--- config.mk ---
export PLATFORM = sky130hd
export DESIGN_NAME = uart_rx
export DESIGN_NICKNAME = d
export VERILOG_FILES = /design/src/rtl/uart_rx.sv
export SDC_FILE = /design/constraint.sdc
export NUM_CORES = 1
export LEC_CHECK = 0
export ABC_AREA = 1
export CAP_MARGIN = 25
export CORE_ASPECT_RATIO = 0.8
export CORE_MARGIN = 1.5
export CORE_UTILIZATION = 55
export DETAILED_ROUTE_END_ITERATION = 12
export PLACE_DENSITY_LB_ADDON = 0.1
export SLEW_MARGIN = 20
export SYNTH_ARGS = -nofsm -noshare
export SYNTH_HDL_FRONTEND = slang
export SYNTH_SLANG_ARGS = --single-unit
--- constraint.sdc ---
create_clock -name clk60 -period 2.2 [get_ports clk60]
set_input_delay 0.33 -clock clk60 [delete_from_list [all_inputs] [get_ports clk60]]
set_output_delay 0.33 -clock clk60 [all_outputs]
set_load 0.005 [all_outputs]
--- src/rtl/uart_rx.sv ---
// 8N1 UART receiver: synchronised RX pin, 2-of-3 mid-bit majority sampling, stop-bit check,
// and a holding register with a valid/ack handshake plus framing and overrun strobes.
module uart_rx #(
  parameter int unsigned CLKS_PER_BIT = 60
) (
  input  logic       clk60,
  input  logic       rst,
  input  logic       rx_pin,
  input  logic       rx_ack,
  output logic [7:0] rxdata,
  output logic       rx_valid,
  output logic       frame_err,
  output logic       overrun,
  output logic       rx_busy
);

  localparam int unsigned H = CLKS_PER_BIT / 2;
  localparam logic [11:0] CntLast = 12'(CLKS_PER_BIT - 1);
  localparam logic [11:0] CntS0   = 12'(H - 1);
  localparam logic [11:0] CntS1   = 12'(H);
  localparam logic [11:0] CntDec  = 12'(H + 1);

  typedef enum logic [2:0] {StIdle, StStart, StData, StStop, StBreak} state_e;

  state_e      state;
  logic        s1, s2, s3;
  logic [11:0] cnt;
  logic [2:0]  idx;
  logic [7:0]  sh;
  logic [1:0]  samp;
  logic        maj, decide, wrap, fall;

  assign maj    = (samp[0] & samp[1]) | (samp[0] & s2) | (samp[1] & s2);
  assign decide = (cnt == CntDec);
  assign wrap   = (cnt == CntLast);
  assign fall   = s3 & ~s2;

  always_ff @(posedge clk60) begin
    if (rst) begin
      state     <= StIdle;
      s1        <= 1'b1;
      s2        <= 1'b1;
      s3        <= 1'b1;
      cnt       <= '0;
      idx       <= '0;
      sh        <= '0;
      samp      <= '0;
      rxdata    <= '0;
      rx_valid  <= 1'b0;
      frame_err <= 1'b0;
      overrun   <= 1'b0;
      rx_busy   <= 1'b0;
    end else begin
      s1        <= rx_pin;
      s2        <= s1;
      s3        <= s2;
      frame_err <= 1'b0;
      overrun   <= 1'b0;
      if (rx_ack) rx_valid <= 1'b0;

      if (cnt == CntS0) samp[0] <= s2;
      if (cnt == CntS1) samp[1] <= s2;

      if (state == StIdle || state == StBreak) cnt <= '0;
      else if (wrap)                           cnt <= '0;
      else                                     cnt <= cnt + 12'd1;

      case (state)
        StIdle: begin
          if (fall) begin
            state   <= StStart;
            rx_busy <= 1'b1;
          end
        end
        StStart: begin
          if (decide && maj) begin
            state   <= StIdle;
            rx_busy <= 1'b0;
          end else if (wrap) begin
            state <= StData;
            idx   <= '0;
          end
        end
        StData: begin
          if (decide) sh <= {maj, sh[7:1]};
          if (wrap) begin
            idx <= idx + 3'd1;
            if (idx == 3'd7) state <= StStop;
          end
        end
        StStop: begin
          if (decide) begin
            if (maj) begin
              state   <= StIdle;
              rx_busy <= 1'b0;
              // A same-cycle ack frees the register, so the new byte replaces the old one.
              if (!rx_valid || rx_ack) begin
                rxdata   <= sh;
                rx_valid <= 1'b1;
              end else begin
                overrun <= 1'b1;
              end
            end else begin
              frame_err <= 1'b1;
              state     <= StBreak;
            end
          end
        end
        StBreak: begin
          // No edge detection while the line is held low: one frame_err per break.
          if (s2) begin
            state   <= StIdle;
            rx_busy <= 1'b0;
          end
        end
        default: state <= StIdle;
      endcase
    end
  end

endmodule

==> flow_metrics.env <==
export IMPL_grt_max_degree=23
export IMPL_path_cells="ha_1 -> nand3_1 -> nor2_2 -> nand2_2 -> nand3b_4 -> o21ai_0 -> a21oi_1"
export IMPL_relSlewSlack=0.666
export IMPL_p_leak_nw=0.892
export IMPL_fillers=288
export IMPL_cpMaxStageDelayCell="dfxtp_1"
export IMPL_design_area_um2=2190
export IMPL_synthCells=257
export IMPL_clk_insertion_delay_late_ps=290
export IMPL_grt_pass1_vias=1492
export IMPL_drv_slew=0
export IMPL_ys_warn_count=0
export IMPL_fin_crit_sh=0.787
export IMPL_remaining_drc_errors=0
export IMPL_htree_levels=2
export IMPL_fmax_mhz=577
export IMPL_post_synth_cell_area_avg_um2=7.38
export IMPL_hold_slack_ps=421
export IMPL_post_cts_buffers=0
export IMPL_grt_pass1_wl_mm=6.33
export IMPL_cts_buffer_depth=2
export IMPL_clkSinkCount=43
export IMPL_cpPeakStageDelay_ps=410
export IMPL_end_kind="flip-flop"
export IMPL_yosysSeqAreaShare=0.454
export IMPL_outcome="complete, no violations"
export IMPL_multiInputGateArea_um2=880
export IMPL_cts_buffers_inserted=5
export IMPL_synth_distinct_cells=29
export IMPL_io_pins=16
export IMPL_pwr_density_cell_nw_per_um2=778
export IMPL_via_per_inst=4.98
export IMPL_drt_iter0_drc=108
export IMPL_grt_overflow_total=0
export IMPL_die_x_um=68.6
export IMPL_fin_ws_ps=468
export IMPL_fin_skew_ps=10.1
export IMPL_core_um2=3180
export IMPL_ff_latch_area_um2=861
export IMPL_whs_path_depth=1
export IMPL_tns_ps=0
export IMPL_crit_family="simple AND/OR/NAND/NOR gates"
export IMPL_post_cts_resized=0
export IMPL_vias=1580
export IMPL_cts_tree="built"
export IMPL_worstHoldPathType="reg -> reg"
export IMPL_reg2regPathDepth=7
export IMPL_rows=18
export IMPL_ir_drop_uv=659
export IMPL_diodes=0
export IMPL_maxCapViolCount=0
export IMPL_rsz0062_at_grt="false"
export IMPL_finalHoldViolCount=0
export IMPL_die_area_um2=3810
export IMPL_place_ws_ps=474
export IMPL_cp_arrival_ps=1910
export IMPL_worst_path_stages=7
export IMPL_placed_cells=309
export IMPL_critical_path_buf_inv_count=0
export IMPL_timing_final_crit_period_ps=1730
export IMPL_worst_pin_slew_ps=500
export IMPL_antenna_found_initial=0
export IMPL_grtUsageTotal=0.217
export IMPL_detail_route_wl_per_cell_um=11.0
export IMPL_cts_hold_buf=0
export IMPL_cts_root_buf="clkbuf_8"
export IMPL_hpwl_mm=2.53
export IMPL_final_util=0.689
export IMPL_port_buffers=15
export IMPL_drive_above_1_share=0.0830
export IMPL_cp_max_fo=16
export IMPL_initial_core_util=0.597
export IMPL_drt_antenna_violating_nets=0
export IMPL_synth_area_um2=1900
export IMPL_dr_pass1_iters=4
export IMPL_synth_nets=266
export IMPL_clkTransAtPathRegs_ps=80
export IMPL_critPathLaunchType="flip-flop"
export IMPL_required_ps=2380
export IMPL_syn_to_final_growth_pct=15.4
export IMPL_critPathKind="reg -> reg"
export IMPL_ys_seq_elements=43
export IMPL_fp_dieH_um=55.5
export IMPL_layout_cells_non_filler=317
export IMPL_drt_wl_total_mm=3.48
export IMPL_gp_congestion=0.798
export IMPL_nets=285
export IMPL_final_setup_viol_count=0
export IMPL_p_total_mw=1.70
export IMPL_dpl_cell_area_um2=2080
[flip-flops by register name, summed over array words and instances (netlist names)]
name and count:
rx_valid 1, idx 3, s1 1, frame_err 1, rxdata 8, cnt 12
state 3, samp 2, s3 1, sh 8, overrun 1, s2 1
rx_busy 1
[power breakdown]
group / internal, mW / switching [mW]
logic: 0.113 / 0.205
registers: 0.813 / 0.0311
clock network: 0.285 / 0.255
total: 1.21 / 0.491
[cell usage after synthesis, drive strengths merged]
cell type  instances  area share
a21boi             1      0.0059
nor3b              1      0.0040
dfxtp             43        0.45
or2                4       0.013
inv               34       0.067
nor3              11       0.029
nand3             15       0.042
o21a               1      0.0040
o211ai             1      0.0040
o21ai             19       0.050
a21oi             23       0.061
nand2             46       0.092
xnor2              1      0.0046
clkbuf             2      0.0040
ha                 5       0.033
nor2              40       0.087
nand4              3      0.0099
nand3b             2       0.015
buf                3       0.011
xor2               2      0.0092
[logic make-up (layout without fill, tap and decap cells)]
logic type / Yosys count / in the layout / synth area share
and+or+nand+nor: 122 / 122 / 0.292
AOI/OAI and AO/OA: 45 / 45 / 0.125
DFF: 43 / 43 / 0.454
buffers and inverters: 39 / 59 / 0.0818
xor gates and xnor gates: 3 / 3 / 0.0139
adders and majority gates: 5 / 5 / 0.0330
[layout make-up]
type	count	share of cell area
clock buffer	7	0.0441
multi-input combinational	175	0.402
tap	40	0.0229
sequential	43	0.394
clock inverter	1	0.00343
inverter	34	0.0584
timing repair buffer	17	0.0755
[cell usage in the layout, fill, tap and decap left out, types with 2 or more instances in the layout]
cell	count
nor3_1	11
nand4_1	3
nor2_1	36
clkdlybuf4s50_1	15
a21oi_1	23
xor2_1	2
clkbuf_8	7
o21ai_0	17
buf_4	2
ha_1	5
nand2_1	45
dfxtp_1	43
o21ai_1	2
nand3_1	14
or2_2	4
inv_1	33
nor2_2	3
[path summary, 6_finish.rpt]
kind	startpoint	slack, ps	to
setup reg to reg	cnt[0]	470	rxdata[0]
hold / removal	s1	420	s2
hold reg to reg	s1	420	s2
setup / recovery	cnt[0]	470	rxdata[0]
[metal layers]
metal	GRT usage	wire length, um
met2	0.304	1420
met3	0.0652	148
met5	0	0
met4	0.0571	34
met1	0.323	1880
No activity file was read; power rests on OpenSTA's default activity.
